$ cat src/rtl/boot_pkg.sv
// Shared types and constants for the UART boot loader: FSM state encoding,
// abort-cause codes and the instruction word width. Honors BOOT_CHECKSUM_EN.
package boot_pkg;

    localparam int WORD_W = 32;
    localparam int BYTE_W = 8;
    localparam int CNT_W  = 17;

    localparam logic [1:0] ERR_NONE    = 2'b00;
    localparam logic [1:0] ERR_TIMEOUT = 2'b01;
    localparam logic [1:0] ERR_LEN     = 2'b10;
    localparam logic [1:0] ERR_CSUM    = 2'b11;

    // S_CSUM only exists when the trailing checksum byte is actually verified.
    typedef enum logic [2:0] {
        S_IDLE,
        S_LEN_LO,
        S_LEN_HI,
        S_DATA,
        S_DONE,
        S_ERROR
`ifdef BOOT_CHECKSUM_EN
        ,
        S_CSUM
`endif
    } boot_state_t;

    // States in which a frame is being received and the inter-byte timer runs.
    function automatic logic in_frame(input boot_state_t s);
        logic r;
        r = 1'b0;
        case (s)
            S_LEN_LO, S_LEN_HI, S_DATA: r = 1'b1;
`ifdef BOOT_CHECKSUM_EN
            S_CSUM:                     r = 1'b1;
`endif
            default:                    r = 1'b0;
        endcase
        return r;
    endfunction

endpackage

$ cat src/rtl/boot_timeout.sv
// Inter-byte timeout: counts clocks since the last reload while enabled and
// flags expiry on the TIMEOUT_CYCLES-th consecutive clock without a reload.
module boot_timeout #(
    parameter int TIMEOUT_CYCLES = 1_000_000
) (
    input  logic clk,
    input  logic rst_n,
    input  logic reload,
    input  logic enable,
    output logic expired
);

    localparam int CW = $clog2(TIMEOUT_CYCLES + 1);

    logic [CW-1:0] cnt;

    // A reload in the same cycle always wins, so a byte arriving on the last
    // permitted clock is never lost to the timer.
    assign expired = enable && !reload && (cnt == CW'(TIMEOUT_CYCLES - 1));

    always_ff @(posedge clk or negedge rst_n) begin
        if (!rst_n) begin
            cnt <= '0;
        end else if (reload || !enable) begin
            cnt <= '0;
        end else if (!expired) begin
            cnt <= cnt + 1'b1;
        end
    end

endmodule

$ cat src/rtl/boot_loader_ctrl.sv
// UART boot loader: parses SYNC, LEN_LO, LEN_HI, LEN little-endian words and an
// optional checksum byte, writing words to instruction memory. BOOT_CHECKSUM_EN
// enables the XOR checksum check.
module boot_loader_ctrl
    import boot_pkg::*;
#(
    parameter int          ADDR_WIDTH     = 10,
    parameter int          CLK_FREQ       = 100_000_000,
    parameter int          TIMEOUT_CYCLES = CLK_FREQ / 100,
    parameter logic [7:0]  SYNC_BYTE      = 8'hA5
) (
    input  logic                  clk,
    input  logic                  rst_n,
    input  logic [7:0]            rx_data,
    input  logic                  rx_wr,
    output logic                  imem_we,
    output logic [ADDR_WIDTH-1:0] imem_addr,
    output logic [31:0]           imem_wdata,
    output logic                  busy,
    output logic                  done,
    output logic                  err,
    output logic [1:0]            err_code
);

    localparam logic [CNT_W-1:0] MAX_WORDS = CNT_W'(1) << ADDR_WIDTH;

    boot_state_t       state;
    logic [7:0]        len_lo;
    logic [15:0]       len;
    logic [CNT_W-1:0]  word_cnt;
    logic [1:0]        byte_idx;
    logic              sync_hit;
    logic              frame_active;
    logic              tmo_expired;
    logic [CNT_W-1:0]  len_next;
    logic              last_word;
`ifdef BOOT_CHECKSUM_EN
    logic [7:0]        csum;
`endif

    assign sync_hit     = rx_wr && (rx_data == SYNC_BYTE);
    assign frame_active = in_frame(state);
    assign len_next     = {1'b0, rx_data, len_lo};
    assign last_word    = (word_cnt + CNT_W'(1)) == {1'b0, len};

    boot_timeout #(
        .TIMEOUT_CYCLES (TIMEOUT_CYCLES)
    ) u_timeout (
        .clk     (clk),
        .rst_n   (rst_n),
        .reload  (rx_wr),
        .enable  (frame_active),
        .expired (tmo_expired)
    );

    // imem_wdata doubles as the byte shift register: it holds the complete
    // word during the imem_we cycle, and a byte arriving in that same cycle
    // only shifts in at its end.
    always_ff @(posedge clk or negedge rst_n) begin
        if (!rst_n) begin
            state      <= S_IDLE;
            len_lo     <= '0;
            len        <= '0;
            word_cnt   <= '0;
            byte_idx   <= '0;
            imem_we    <= 1'b0;
            imem_addr  <= '0;
            imem_wdata <= '0;
            busy       <= 1'b0;
            done       <= 1'b0;
            err        <= 1'b0;
            err_code   <= ERR_NONE;
`ifdef BOOT_CHECKSUM_EN
            csum       <= '0;
`endif
        end else begin
            imem_we <= 1'b0;

            case (state)
                S_IDLE, S_DONE, S_ERROR: begin
                    if (sync_hit) begin
                        state     <= S_LEN_LO;
                        busy      <= 1'b1;
                        done      <= 1'b0;
                        err       <= 1'b0;
                        err_code  <= ERR_NONE;
                        word_cnt  <= '0;
                        byte_idx  <= '0;
                        imem_addr <= '0;
`ifdef BOOT_CHECKSUM_EN
                        csum      <= '0;
`endif
                    end
                end

                S_LEN_LO: begin
                    if (rx_wr) begin
                        len_lo <= rx_data;
                        state  <= S_LEN_HI;
`ifdef BOOT_CHECKSUM_EN
                        csum   <= csum ^ rx_data;
`endif
                    end
                end

                S_LEN_HI: begin
                    if (rx_wr) begin
                        len <= len_next[15:0];
`ifdef BOOT_CHECKSUM_EN
                        csum <= csum ^ rx_data;
`endif
                        if (len_next > MAX_WORDS) begin
                            state    <= S_ERROR;
                            busy     <= 1'b0;
                            err      <= 1'b1;
                            err_code <= ERR_LEN;
                        end else if (len_next == '0) begin
`ifdef BOOT_CHECKSUM_EN
                            state <= S_CSUM;
`else
                            state <= S_DONE;
                            busy  <= 1'b0;
                            done  <= 1'b1;
`endif
                        end else begin
                            state <= S_DATA;
                        end
                    end
                end

                S_DATA: begin
                    if (rx_wr) begin
                        imem_wdata <= {rx_data, imem_wdata[31:8]};
                        byte_idx   <= byte_idx + 2'd1;
`ifdef BOOT_CHECKSUM_EN
                        csum       <= csum ^ rx_data;
`endif
                        if (byte_idx == 2'd3) begin
                            imem_we   <= 1'b1;
                            imem_addr <= word_cnt[ADDR_WIDTH-1:0];
                            word_cnt  <= word_cnt + CNT_W'(1);
                            if (last_word) begin
`ifdef BOOT_CHECKSUM_EN
                                state <= S_CSUM;
`else
                                state <= S_DONE;
                                busy  <= 1'b0;
                                done  <= 1'b1;
`endif
                            end
                        end
                    end
                end

`ifdef BOOT_CHECKSUM_EN
                S_CSUM: begin
                    if (rx_wr) begin
                        busy <= 1'b0;
                        if (rx_data == csum) begin
                            state <= S_DONE;
                            done  <= 1'b1;
                        end else begin
                            state    <= S_ERROR;
                            err      <= 1'b1;
                            err_code <= ERR_CSUM;
                        end
                    end
                end
`endif

                default: begin
                    state <= S_IDLE;
                    busy  <= 1'b0;
                end
            endcase

            // Expiry is suppressed whenever rx_wr is high, so it never
            // competes with the byte handling above.
            if (tmo_expired) begin
                state    <= S_ERROR;
                busy     <= 1'b0;
                done     <= 1'b0;
                err      <= 1'b1;
                err_code <= ERR_TIMEOUT;
            end
        end
    end

endmodule
$ cat config.mk
export PLATFORM = sky130hd
export DESIGN_NAME = boot_loader_ctrl
export DESIGN_NICKNAME = d
export VERILOG_FILES = /design/src/rtl/boot_pkg.sv /design/src/rtl/boot_timeout.sv /design/src/rtl/boot_loader_ctrl.sv
export SDC_FILE = /design/constraint.sdc
export NUM_CORES = 1
export LEC_CHECK = 0
export ABC_AREA = 1
export CAP_MARGIN = 20
export CORE_MARGIN = 2
export CORE_UTILIZATION = 52
export DETAILED_ROUTE_END_ITERATION = 6
export PLACE_DENSITY = 0.77
export SLEW_MARGIN = 30
export SYNTH_ARGS = -nofsm -noshare
export SYNTH_HDL_FRONTEND = slang
export SYNTH_SLANG_ARGS = --single-unit
$ cat constraint.sdc
create_clock -name clk -period 1.7 [get_ports clk]
set_input_delay 0.255 -clock clk [delete_from_list [all_inputs] [get_ports clk]]
set_output_delay 0.255 -clock clk [all_outputs]
set_load 0.02 [all_outputs]
# Word-level counts from Yosys, hierarchy flattened
# Index checks and enable logic that the tools add are counted.
# Widths: inputs -> output; s select.
[op_classes]
add_sub_neg = 3
magnitude_cmp = 1
eq_ne = 24
muxes = 53
reduce_logical = 22
[op_table]
columns = ["cell", "count"]
rows = [
  ["$mux 17", 3],
  ["$mux 20", 2],
  ["$pmux 17 s2", 1],
  ["$mux 10", 3],
  ["$mux 3", 9],
  ["$ne 3x3->1 const B", 9],
  ["$mux 1", 23],
  ["$add 20x1->20 const B", 1],
  ["$eq 20x20->1 const B", 1],
  ["$pmux 10 s2", 1],
  ["$add 17x1->17 const B", 1],
  ["$eq 17x16->1", 1],
  ["$logic_not 17->1", 1],
  ["$gt 16x11->1 const B", 1],
  ["$pmux 3 s4", 1],
  ["$mux 2", 5],
  ["$eq 8x8->1 const B", 1],
  ["$ne 2x2->1 const B", 4],
  ["$pmux 2 s2", 2],
  ["$reduce_and 4->1", 2],
  ["$reduce_and 8->1", 1],
  ["$reduce_and 7->1", 1],
  ["$eq 3x2->1 const B", 2],
  ["$eq 3x3->1 const B", 2],
  ["other kinds (19)", 25],
]
[word_totals]
reg_bits = 114
elab_cells = 116

# Longest topological paths before layout
# Gate-level depths: netlist of run 1.
[logic_depth]
word_depth = 7
depth_mapped = 16

# Modules after synthesis
# A second synthesis of run 1 with hierarchy kept.
[unflattened]
cells_unflattened = 735
hier_area_um2 = 5815.6
[modules_own_cells]
columns = ["module", "instances", "cells_each", "area_each_um2", "seq_area_each_um2"]
rows = [
  ["boot_loader_ctrl", 1, 550, 4550.6, 2352.3],
  ["boot_timeout", 1, 185, 1265.0, 500.5],
]

# Worst setup path after synthesis of run 1
# OpenSTA, ideal clock, no wires.
[synth_timing]
path_type = "reg2reg"
start = "register u_timeout.cnt[0]"
end = "register done"
setup_ns = 0.117
t_arrival_ns = 1.684
setup_slack_ns = -0.101
path_stages_with_launch = 15
period_less_slack_ns = 1.801
path_cell_list = "dfrtp_1 ha_1 nand3_2 nor2_2 nand3_1 nor2_2 nand2_2 inv_2 nor2_2 nand2_1 nor2_1 nor3_2 nand3_1 nand2_1 nand2_1"
[synth_via]
elab_chain_cells = 4
word_cells_on_any_way = 12
cone_classes = "eq/ne: 8; mux: 1; reduce/logical: 3"
[synth_rtl]
columns = ["item", "line", "source"]
rows = [
  ["from (decl)", "boot_timeout.sv:15", "logic [CW-1:0] cnt;"],
  ["from (signal assigned)", "boot_timeout.sv:27", "cnt <= cnt + 1'b1;"],
  ["$eq 20x20->1 (*)", "boot_timeout.sv:19", "assign expired = enable && !reload && (cnt == CW'(TIMEOUT_CYCLES - 1));"],
  ["$logic_and 1x1->1 (*)", "boot_timeout.sv:19", ""],
  ["$ne 3x3->1 (no source line) / $reduce_bool 4->1 (equally long branches)", "n/a", ""],
  ["$reduce_and 8->1 (no source line)", "n/a", ""],
  ["to (signal assigned)", "boot_loader_ctrl.sv:70", "done <= 1'b0;"],
  ["to (signal assigned)", "boot_loader_ctrl.sv:84", "done <= 1'b0;"],
  ["to (signal assigned)", "boot_loader_ctrl.sv:123", "done <= 1'b1;"],
  ["to (decl)", "boot_loader_ctrl.sv:20", "output logic done,"],
]
# Mark *: on every way between the ends. The rest lies on a longest branch, timed or not.
# A chain may end at the register's enable or synchronous reset.

# Worst setup path in the final report of run 1
[layout_timing]
start = "register word_cnt[2]"
end = "register state[1]"
[layout_via]
elab_chain_cells = 4
[layout_rtl]
columns = ["item", "line", "source"]
rows = [
  ["from (decl)", "boot_loader_ctrl.sv:30", "logic [CNT_W-1:0] word_cnt;"],
  ["from (signal assigned)", "boot_loader_ctrl.sv:141", "word_cnt <= word_cnt + CNT_W'(1);"],
  ["$add 17x1->17", "boot_loader_ctrl.sv:44", "assign last_word = (word_cnt + CNT_W'(1)) == {1'b0, len};"],
  ["$eq 17x16->1", "boot_loader_ctrl.sv:44", ""],
  ["$ne 3x3->1 (no source line)", "n/a", ""],
  ["$reduce_and 6->1 (no source line)", "n/a", ""],
  ["to (signal assigned)", "boot_loader_ctrl.sv:61", "state <= S_IDLE;"],
  ["to (signal assigned)", "boot_loader_ctrl.sv:82", "state <= S_LEN_LO;"],
  ["to (signal assigned)", "boot_loader_ctrl.sv:99", "state <= S_LEN_HI;"],
  ["to (decl)", "boot_loader_ctrl.sv:27", "boot_state_t state;"],
]
# Every way passes these cells.

==> metrics.md, run 1 <==
| Metric | Value |
|---|---|
| Status | `finished, violations left` |
| Failing checks | `negative setup slack` |
| Row count | `38` |
| Post-synthesis net count | `776` |
| Fin crit period | `2.221 ns` |
| Initial Util | `0.5356` |
| Num CTS Buffers | `17` |
| Worst-case reg-to-reg path depth | `14` |
| Final period utilization | `1.307` |
| Final ANT Viol Nets | `0` |
| Maximum number of pins on one net before global-route repair | `54` |
| Met1 Use GR | `0.4028` |
| FMAX | `450.2 MHz` |
| Slew Viols, Final | `0` |
| Cells after synthesis | `762` |
| Setup violations, final | `64` |
| Compound-cell area share of the yosys netlist | `0.1051` |
| Adder-cell area share of the yosys netlist | `0.006409` |
| Buf/Inv on CP | `0` |
| Vias in the first global route | `6076` |
| Crit-path max cell delay | `0.49 ns` |
| CP top delay family | `simple AND/OR/NAND/NOR gates` |
| Cell area after layout | `9569 um^2` |
| First-pass GRT wire length | `29370 um` |
| Worst VDD drop | `1.234 mV` |
| Dpl cell area | `7555 um^2` |
| Met2 Track Usage GR | `0.5280` |
| Mux cell area share after synthesis | `0` |
| Synth-to-layout area growth | `63.38%` |
| Synth area leader | `dfrtp_1` |
| CP max stage cell | `dfrtp_1` |
| Die W | `110.1 um` |
| Post-Synthesis Cell Area | `5857 um^2` |
| Die height | `110.1 um` |
| Tightest Hold Check Type | `input port to asynchronous set/reset pin` |
| Setup Crit Path Kind | `flop to flop` |
| Wire length per cell | `20.19 um` |
| Hold Slack | `0.3254 ns` |
| Share of synthesized registers carrying an async set or reset | `1.000` |
| Unique masters post-synth | `34` |
| Most common cell in the netlist | `nand2_1` |
| Sequential area share after synthesis | `0.4871` |
| Final hold vios | `0` |
| Pwr dens | `1722 nW/um^2` |
| Non-filler cells, final | `1147` |
| Syn_area_per_cell | `7.686 um^2` |
| RSZ-0062 raised after global routing | `yes` |
| Worst-margin pin slew | `0.4751 ns` |
| GPL Wtd Cong | `1.041` |
| Worst relative slew slack | `0.6833` |
| Pwr Total | `16.48 mW` |
| Post-synth EDFFs | `0` |
| Min setup slack post-route | `-0.5211 ns` |
| Clk root buf | `clkbuf_16` |
| Area contributors post-synth | `dfrtp_1, nand2_1, o21ai_0` |
| Met3 usage | `0.06937` |
| Largest family of logic cells by synthesized area | `simple AND/OR/NAND/NOR gates` |
| Clk sinks | `114` |
| Layout cells sized above 1 | `0.3535` |
| Antenna violations before repair | `0` |
| Max Clock Skew | `0.01264 ns` |
| Synth Area in XOR/XNOR | `0.01068` |
| Critical path data required time | `2.06 ns` |
| Leak Pwr | `5.024 nW` |
| Count of input and output buffers | `58` |
| Synthesized flop and latch total | `114` |
| Crit-path max FO | `6` |
| Synth warn | `0` |
| Commonest cells post-synth | `nand2_1, dfrtp_1, inv_1` |
| Worst R2R Start | `word_cnt[2]$_DFFE_PN0P_` |
| Drt via density | `5.895` |
| CTS tree | `done` |
| Layer with the highest usage | `met2` |
| Crit end category | `flop` |
| Layout Nets | `1009` |
| Area of the core | `10940 um^2` |
| Reg-to-reg endpoint | `state[1]$_DFFE_PN0P_` |
| Critical Path Start Type | `flop` |
| Initial DRC count | `689` |
| Clock Path Buffers | `2` |
| Reg2reg setup slack | `-0.52 ns` |
| Diode count | `0` |
| DR DRC count | `0` |
| Tot GR Track Use | `0.3187` |
| Critical Path AT | `2.58 ns` |
| Clk slew on worst S/H paths | `0.06 ns` |
| Maxcap violations | `0` |
| Latest clock arrival within the worst-skew pair | `0.43 ns` |
| HPWL after DPL | `11960 um` |
| Final global-route overflow total | `0` |
| Die area | `12130 um^2` |
| Cell mode on critical path | `nand2_1` |
| Post-layout util | `0.8751` |
| Via count | `6761` |
| Post-synth top flop | `dfrtp_1` |
| H-tree depth | `4` |
| Post-synth top area share | `0.4871` |
| Drt pass-1 iters | `6` |
| Worst-path cell chain | `nand2_1, nor2_4, nand2_1, nand3_2, nand2_1, nor2_2, nand2_1, nor2_1, nand2_1, nor2_1, nand3_1, nand2_2, nand3_1, nand2_1` |
| WL final | `23150 um` |
| Placed Instances | `1067` |
| Simple-Gate Fraction of Synth Area | `0.3179` |
| I/O pin count | `59` |
power breakdown:
group	leakage, nW	switching [mW]	total, mW	internal (mW)
sequential	1.45	0.852	4.44	3.58
combinational	3.26	4.45	7.83	3.38
clock	0.318	1.39	4.22	2.83
metal layers:
layer  wire, um  vias up
li1           -     2957
met1       8677     3268
met2      11460      409
met3       1709      127
met4       1308        0
met5          0        -
cell usage in the layout, fill, tap and decap left out, types with 13 or more instances in the layout:
master           count
nand3_1             44
buf_6               21
o21ai_0             42
nand2_1            180
nor2_1              47
dlymetal6s2s_1      29
nand2_2             30
nand2_4             16
nor2_2              13
nand4_1             24
clkdlybuf4s50_1     23
buf_4              129
dfrtp_1            113
nor2_4              16
o21ai_1             20
clkbuf_16           23
inv_1               84
o21ai_2             21
registers in the layout (all words and copies together) (netlist names):
name	cells
len_lo	8
state	3
imem_we	1
err_code	2
len	16
imem_wdata	32
word_cnt	17
u_timeout.cnt	20
byte_idx	2
done	1
busy	1
imem_addr	10
err	1
cell type report:
| cell class | count | area [um^2] |
|---|---|---|
| fillers | 496 | 1366 |
| multi-input cells | 536 | 3221 |
| repair inverters | 1 | 11.26 |
| well taps | 140 | 175.2 |
| clock inverters | 12 | 227.7 |
| inverters | 98 | 385.4 |
| clock buffers | 19 | 452.9 |
| repair buffers | 227 | 2242 |
| flip-flops and latches | 114 | 2854 |
worst register-to-register path, delay by kind of cell, from the launching register on:
| family | cells | cell delay, ns |
|---|---|---|
| flops | 1 | 0.49 |
| simple gates | 14 | 1.67 |
worst max-delay path by stage:
stage | start | endpoint | cells after the start
global route | word_cnt[2]$_DFFE_PN0P_ | state[1]$_DFFE_PN0P_ | 14
detailed placement | rx_data[3] | imem_addr[9]$_DFFE_PN0P_ | 12
global placement | rx_data[5] | imem_addr[1]$_DFFE_PN0P_ | 11
CTS | word_cnt[1]$_DFFE_PN0P_ | state[2]$_DFFE_PN0P_ | 15
finish | word_cnt[2]$_DFFE_PN0P_ | state[1]$_DFFE_PN0P_ | 14
floorplan | word_cnt[1]$_DFFE_PN0P_ | state[0]$_DFFE_PN0P_ | 16
per-stage QoR:
stage / setup slack, ns / setup TNS, ns
6_report: -0.5211 / -6.645
5_1_grt: -0.5905 / -12.39
4_1_cts: -0.3587 / -2.097
3_5_place_dp: -0.5274 / -19.20
3_3_place_gp: -0.4618 / -17.66
2_1_floorplan: -0.07934 / -0.3569
cell families (layout without fill, tap and decap cells):
group	count (synthesis)	in the layout
simple gates	414	414
compound gates	114	114
flops	114	114
buf+inv	112	357
xor+xnor	5	5
fa+ha+maj	3	3
timing repair:
action,in CTS,in global routing
endpoints found under the hold margin,29,0
pin swaps,17,43
hold buffers,1,0
buffers inserted,23,21
gates cloned,1,10
resized for setup,60,218
endpoints found under the setup margin,58,102
No activity file was read; power rests on OpenSTA's default activity.
==> inputs of run 2 (changes only) <==
--- a/config.mk
+++ b/config.mk
@@ -8,9 +8,11 @@
 export ABC_AREA = 1
 export CAP_MARGIN = 20
 export CORE_MARGIN = 2
-export CORE_UTILIZATION = 52
+export CORE_UTILIZATION = 53
+export CTS_BUF_LIST = sky130_fd_sc_hd__clkbuf_4
 export DETAILED_ROUTE_END_ITERATION = 6
-export PLACE_DENSITY = 0.77
+export MAX_ROUTING_LAYER = met4
+export PLACE_DENSITY = 0.78
 export SLEW_MARGIN = 30
 export SYNTH_ARGS = -nofsm -noshare
 export SYNTH_HDL_FRONTEND = slang
==> run 2 against run 1 <==
Net effect: the flow still finishes with violations (negative setup slack); sequential power is 3% lower; sequential share of layout area increased by 3.3 points; clock skew up 0.0023 ns; core utilization is 7.6 points lower; clock power decreased by 47%; highest routed layer unchanged.
==> metrics.md, run 2 (synthesized netlist as in run 1, its figures left out) <==
| Metric | Value |
|---|---|
| Dpl ws | `-0.5200 ns (+0.007427 ns)` |
| Worst VDD drop | `1.002 mV (-19%)` |
| Pwr Total | `13.91 mW (-16%)` |
| Antenna violations before repair | `0 (unchanged)` |
| Wire length per cell | `16.03 um (-21%)` |
| HPWL after DPL | `12360 um (+3.3%)` |
| Clk sinks | `114 (unchanged)` |
| FMAX | `474.9 MHz (+5.5%)` |
| Slew Viols, Final | `0 (unchanged)` |
| Num CTS Buffers | `17 (unchanged)` |
| Layer with the highest usage | `met2` |
| Final global-route overflow total | `0 (unchanged)` |
| Tot GR Track Use | `0.3126 (-0.006044)` |
| Leak Pwr | `4.361 nW (-13%)` |
| Final ANT Viol Nets | `0 (unchanged)` |
| GPL Wtd Cong | `1.016 (-2.4%)` |
| Worst-case reg-to-reg path depth | `14 (unchanged)` |
| Clk slew on worst S/H paths | `0.11 ns (+0.05 ns)` |
| Synth-to-layout area growth | `47.25%` |
| Failing checks | `negative setup slack` |
| Met1 Use GR | `0.3904 (-0.01247)` |
| Diode count | `0 (unchanged)` |
| Initial DRC count | `473 (-31%)` |
| Fin crit period | `2.106 ns (-0.1152 ns)` |
| Drt via density | `5.482 (-7.0%)` |
| Maximum number of pins on one net before global-route repair | `41 (-24%)` |
| First-pass GRT wire length | `27840 um (-5.2%)` |
| DR DRC count | `0 (unchanged)` |
| Max Clock Skew | `0.01489 ns (+0.002251 ns)` |
| Crit end category | `flop` |
| CTS tree | `done` |
| Met3 usage | `0.06754 (-0.001828)` |
| I/O pin count | `59 (unchanged)` |
| Latest clock arrival within the worst-skew pair | `0.56 ns (+0.13 ns)` |
| Drt pass-1 iters | `5 (-1)` |
| Critical Path Start Type | `flop` |
| Worst-margin pin slew | `0.4026 ns (-0.07249 ns)` |
| Die area | `11910 um^2 (-1.8%)` |
| Vias in the first global route | `5987 (-1.5%)` |
| Met2 Track Usage GR | `0.4978 (-0.03026)` |
| Min setup slack post-route | `-0.4059 ns (+0.1152 ns)` |
| Crit-path max FO | `5 (-1)` |
| Commonest non-fill, non-tap cell in the layout | `nand2_1` |
| Fill cell count | `747 (+51%)` |
| Pwr dens | `1612 nW/um^2 (-6.4%)` |
| Worst relative slew slack | `0.7306 (+0.04734)` |
| Setup violations, final | `43 (-33%)` |
| Die W | `109.1 um (-0.92%)` |
| Final hold vios | `0 (unchanged)` |
| Max reg flops | `32 (unchanged)` |
| Tightest Hold Check Type | `input port to asynchronous set/reset pin` |
| Maxcap violations | `0 (unchanged)` |
| Critical path data required time | `2.15 ns (+0.09 ns)` |
| Biggest register | `imem_wdata` |
| Die height | `109.1 um (-0.92%)` |
| Layout Nets | `991 (-1.8%)` |
| Critical Path AT | `2.56 ns (-0.02 ns)` |
| Clk root buf | `clkbuf_4` |
| Clock Path Buffers | `2 (unchanged)` |
| Largest regs | `imem_wdata x32, u_timeout.cnt x20, word_cnt x17` |
| Status | `finished, violations left` |
| WL final | `18110 um (-22%)` |
| Most frequent cells in the layout | `nand2_1, buf_4, dfrtp_1` |
| RSZ-0062 raised after global routing | `yes` |
| Row count | `38 (unchanged)` |
| Area of the core | `10790 um^2 (-1.3%)` |
| Final period utilization | `1.239 (-0.06779)` |
| Count of input and output buffers | `58 (unchanged)` |
| Setup Crit Path Kind | `flop to flop` |
| H-tree depth | `4 (unchanged)` |
| Layout cells sized above 1 | `0.3081 (-0.04544)` |
| Via count | `6195 (-8.4%)` |
| Initial Util | `0.5427 (+0.007078)` |
==> run 2: area by class of cell <==
class | instances | area, um^2 | area share
Multi-Input combinational cell | 536 | 3078 | 0.3569
Sequential cell | 114 | 2854 | 0.3309
Timing Repair Buffer | 209 | 1832 | 0.2124
Inverter | 98 | 371.6 | 0.04309
Clock inverter | 15 | 178.9 | 0.02075
Tap cell | 140 | 175.2 | 0.02031
Clock buffer | 17 | 127.6 | 0.01480
Timing Repair inverter | 1 | 7.507 | 0.0008704
==> run 2: timing repair <==
action,in CTS,in global routing
endpoints found under the hold margin,114,0
setup buffers,8,23
cloned,0,1
resized for setup,91,114
hold buffers,1,0
pin swaps,18,54
setup endpoints to repair,63,82
==> run 2: worst max-delay path, cell delays in order (launching register included) <==
cell and delay, ns:
dfrtp_1 0.41, buf_6 0.12, nand2_1 0.08, nor2_4 0.24, nand2_4 0.12, nand2_1 0.08
nand3_1 0.11, nand2_2 0.12, nand4_1 0.12, nor2_2 0.15, nand3_2 0.12, nand2_4 0.12
nand3_4 0.08, nand2_2 0.08, nand2_1 0.05
==> run 2: path summary, 6_finish.rpt <==
check,slack [ns],from,end
max,-0.41,word_cnt[1]$_DFFE_PN0P_,state[2]$_DFFE_PN0P_
min,0.10,rst_n,word_cnt[10]$_DFFE_PN0P_
max reg2reg,-0.41,word_cnt[1]$_DFFE_PN0P_,state[2]$_DFFE_PN0P_
min reg2reg,0.49,imem_addr[4]$_DFFE_PN0P_,imem_addr[4]$_DFFE_PN0P_
max in group asynchronous,0.99,rst_n,imem_wdata[5]$_DFFE_PN0P_
min in group clk,0.41,rx_data[5],len_lo[5]$_DFFE_PN0P_
==> run 2: stage by stage <==
| stage | hold slack, ns | cell area [um^2] | util | setup TNS [ns] | instances |
|---|---|---|---|---|---|
| global route | 0.07647 | 8625 | 0.7991 | -10.77 | 1130 |
| CTS | 0.06964 | 8041 | 0.7451 | -2.806 | 1109 |
| detailed placement | 0.1346 | 7575 | 0.7018 | -19.22 | 1068 |
| global placement | 0.1310 | 7575 | 0.7018 | -18.13 | 1068 |
| finish | 0.1006 | 8625 | 0.7991 | -4.445 | 1130 |
| floorplan | -0.04059 | 5877 | - | -0.3569 | 762 |
==> run 2: report_power, final <==
part / total [mW] / internal, mW / switching [mW] / leakage, nW
clock network: 2.22 / 1.03 / 1.18 / 0.158
logic: 7.40 / 3.15 / 4.25 / 2.76
registers: 4.29 / 3.57 / 0.716 / 1.45
total: 13.9 / 7.75 / 6.15 / 4.36
==> run 2: metal layers <==
metal	part of all wire	wire, um	up-vias
li1	-	-	2930
met5	0	0	-
met1	0.42	7617	2977
met4	0.031	563	0
met3	0.054	970	58
met2	0.49	8958	230
==> inputs of run 3 (changes only) <==
--- a/config.mk
+++ b/config.mk
@@ -8,11 +8,12 @@
 export ABC_AREA = 1
 export CAP_MARGIN = 20
 export CORE_MARGIN = 2
-export CORE_UTILIZATION = 53
+export CORE_UTILIZATION = 55
 export CTS_BUF_LIST = sky130_fd_sc_hd__clkbuf_4
 export DETAILED_ROUTE_END_ITERATION = 6
 export MAX_ROUTING_LAYER = met4
-export PLACE_DENSITY = 0.78
+export PLACE_DENSITY = 0.77
+export REMOVE_ABC_BUFFERS = 1
 export SLEW_MARGIN = 30
 export SYNTH_ARGS = -nofsm -noshare
 export SYNTH_HDL_FRONTEND = slang
==> constraint.sdc (replaced) <==
create_clock -name clk -period 2.1 [get_ports clk]
set_input_delay 0.315 -clock clk [delete_from_list [all_inputs] [get_ports clk]]
set_output_delay 0.315 -clock clk [all_outputs]
set_load 0.02 [all_outputs]
==> run 3 against run 2 <==
Net effect: global-route usage shrank 2.0 points; count of clock-buffer cells in the layout grew 1; the flow still finishes with violations (negative setup slack); via count shrank 7.7%; sequential cell count is the same; critical endpoint is now state[1]$_DFFE_PN0P_.
==> metrics.md, run 3 (synthesized netlist as in run 1, its figures left out) <==
| Metric | Value |
|---|---|
| Status | `finished, violations left` |
| Failing checks | `negative setup slack` |
| First-pass GRT wire length | `25490 um (-8.5%)` |
| I/O pin count | `59 (unchanged)` |
| Setup Crit Path Kind | `flop to flop` |
| Crit-path max FO | `7 (+2)` |
| Slew Viols, Final | `0 (unchanged)` |
| Wire length per cell | `15.01 um (-6.4%)` |
| Crit end category | `flop` |
| Area of the core | `10320 um^2 (-4.3%)` |
| FMAX | `472.9 MHz (-0.41%)` |
| Count of input and output buffers | `58 (unchanged)` |
| Die height | `107.2 um (-1.8%)` |
| Via count | `5716 (-7.7%)` |
| Leak Pwr | `3.692 nW (-15%)` |
| Critical Path Start | `word_cnt[1]$_DFFE_PN0P_` |
| Min setup slack post-route | `-0.01465 ns (+0.3912 ns)` |
| Layer with the highest usage | `met2` |
| Max reg flops | `32 (unchanged)` |
| Fill cell count | `782 (+4.7%)` |
| Max Clock Skew | `0.01668 ns (+0.001797 ns)` |
| Worst-path cell chain | `ha_4, nand2_4, nor2_4, buf_12, nand2_8, nor2_4, nand2_1, nand2_2, nand2_1, inv_1, nand2_1, nor2_2, nand3_2, nand2_2, nand3_2, nand2_1, nand2_1` |
| GPL Wtd Cong | `0.9423 (-7.3%)` |
| Crit-path max cell delay | `0.43 ns (+0.02 ns)` |
| Initial DRC count | `443 (-6.3%)` |
| Layout Nets | `904 (-8.8%)` |
| Worst-case reg-to-reg path depth | `17 (+3)` |
| Setup violations, final | `3 (-93%)` |
| Num CTS Buffers | `17 (unchanged)` |
| Dpl cell area | `6987 um^2 (-7.8%)` |
| Commonest non-fill, non-tap cell in the layout | `nand2_1` |
| CTS tree | `done` |
| Row count | `37 (-2.6%)` |
| Fin crit period | `2.115 ns (+0.008764 ns)` |
| Diode count | `0 (unchanged)` |
| Critical Path Start Type | `flop` |
| Clk slew on worst S/H paths | `0.12 ns (about the same)` |
| Final period utilization | `1.007 (-0.2318)` |
| HPWL after DPL | `11160 um (-9.7%)` |
| Met1 Use GR | `0.3888 (-0.001580)` |
| Biggest register | `imem_wdata` |
| Die area | `11490 um^2 (-3.5%)` |
| Antenna violations before repair | `0 (unchanged)` |
| Latest clock arrival within the worst-skew pair | `0.57 ns (about the same)` |
| Pwr dens | `1352 nW/um^2 (-16%)` |
| Hold Slack | `0.2033 ns (+0.1027 ns)` |
| Met2 Track Usage GR | `0.4448 (-0.05294)` |
| Clk sinks | `114 (unchanged)` |
| Most frequent cells in the layout | `nand2_1, dfrtp_1, inv_1` |
| Clock Path Buffers | `2 (unchanged)` |
| CP max stage cell | `dfrtp_1` |
| DR DRC count | `0 (unchanged)` |
| Layout cells sized above 1 | `0.1938 (-0.1143)` |
| Worst-margin pin slew | `0.5589 ns (+0.1563 ns)` |
| Worst R2R Start | `word_cnt[1]$_DFFE_PN0P_` |
| Cell area after layout | `7644 um^2 (-11%)` |
| Worst relative slew slack | `0.6240 (-0.1067)` |
| H-tree depth | `4 (unchanged)` |
| Clk root buf | `clkbuf_4` |
| Met3 usage | `0.05775 (-0.009793)` |
| Initial Util | `0.5673 (+0.02466)` |
| Maximum number of pins on one net before global-route repair | `55 (+34%)` |
| Final TNS setup | `-0.02976 ns (+4.415 ns)` |
| Tightest Hold Check Type | `input port to asynchronous set/reset pin` |
| Tot GR Track Use | `0.2925 (-0.02014)` |
| Final hold vios | `0 (unchanged)` |
| Post-layout util | `0.7404 (-0.05870)` |
| Die W | `107.2 um (-1.8%)` |
| Final global-route overflow total | `0 (unchanged)` |
| Final ANT Viol Nets | `0 (unchanged)` |
| Largest regs | `imem_wdata x32, u_timeout.cnt x20, word_cnt x17` |
| Worst VDD drop | `0.9504 mV (-5.2%)` |
| Drt via density | `5.501 (+0.35%)` |
| Critical path data required time | `2.56 ns (+0.41 ns)` |
| Cell mode on critical path | `nand2_1` |
| Drt pass-1 iters | `5 (unchanged)` |
| Vias in the first global route | `5413 (-9.6%)` |
| RSZ-0062 raised after global routing | `yes` |
| Maxcap violations | `0 (unchanged)` |
| Critical Path AT | `2.58 ns (+0.02 ns)` |
| Reg2reg setup slack | `-0.01 ns (+0.39 ns)` |
| WL final | `15590 um (-14%)` |
| Synth-to-layout area growth | `30.51%` |
| Pwr Total | `10.34 mW (-26%)` |
==> run 3: cell count changes in the layout (fill, tap and decap cells not counted), sizes merged, moves of 3 or more <==
| cell | before | now |
|---|---|---|
| buf | 151 | 65 |
| clkdlybuf4s50 | 9 | 57 |
| clkinv | 3 | 10 |
| clkinvlp | 5 | 1 |
| dlygate4sd2 | 48 | 0 |
| inv | 103 | 100 |
==> run 3: path summary, 6_finish.rpt <==
check	end
worst max-delay path	state[1]$_DFFE_PN0P_
worst min-delay path	imem_wdata[21]$_DFFE_PN0P_
max in group asynchronous	u_timeout.cnt[11]$_DFFE_PN0P_
worst min register to register	imem_addr[4]$_DFFE_PN0P_
min in group clk	len[11]$_DFFE_PN0P_
worst max register to register	state[1]$_DFFE_PN0P_
==> run 3: cell type report <==
cell class | count | area (um^2) | share of cell area
sequential | 114 | 2856 | 0.3737
multi-input combinational | 536 | 2831 | 0.3704
timing repair buffer | 123 | 1147 | 0.1501
inverter | 98 | 367.9 | 0.04813
tap | 136 | 170.2 | 0.02226
clock buffer | 18 | 135.1 | 0.01768
clock inverter | 14 | 135.1 | 0.01768
==> run 3: critical path, delay by kind of cell (launching register included) <==
family                     cells  cell delay [ns]
adders and majority gates      1             0.19
buffers and inverters          2             0.20
DFF                            1             0.43
and+or+nand+nor               14             1.18
==> run 3: through the flow <==
stage / worst slack, ns / cells
after global routing: -0.1400 / 1039
final: -0.01465 / 1039
after detailed placement: -0.3782 / 994
after global placement: -0.2583 / 994
after CTS: -0.001431 / 1027
after floorplan: 0.06832 / 748
==> run 3: routing by layer <==
layer | vias up | wire, um
li1 | 2747 | -
met3 | 27 | 914
met5 | - | 0
met1 | 2730 | 7019
met2 | 212 | 7366
met4 | 0 | 291
==> run 3: what timing repair did <==
action	4_1_cts	5_1_grt
setup endpoints to repair	5	10
setup buffers	0	12
pin swaps	9	43
hold endpoints to repair	25	0
hold buffers	1	0
resized for setup	12	58
==> run 3: report_power, final <==
| part | total [mW] | internal (mW) | switching, mW |
|---|---|---|---|
| clock | 1.56 | 0.614 | 0.950 |
| sequential | 3.50 | 2.89 | 0.612 |
| combinational | 5.27 | 2.18 | 3.09 |
| total | 10.3 | 5.68 | 4.65 |
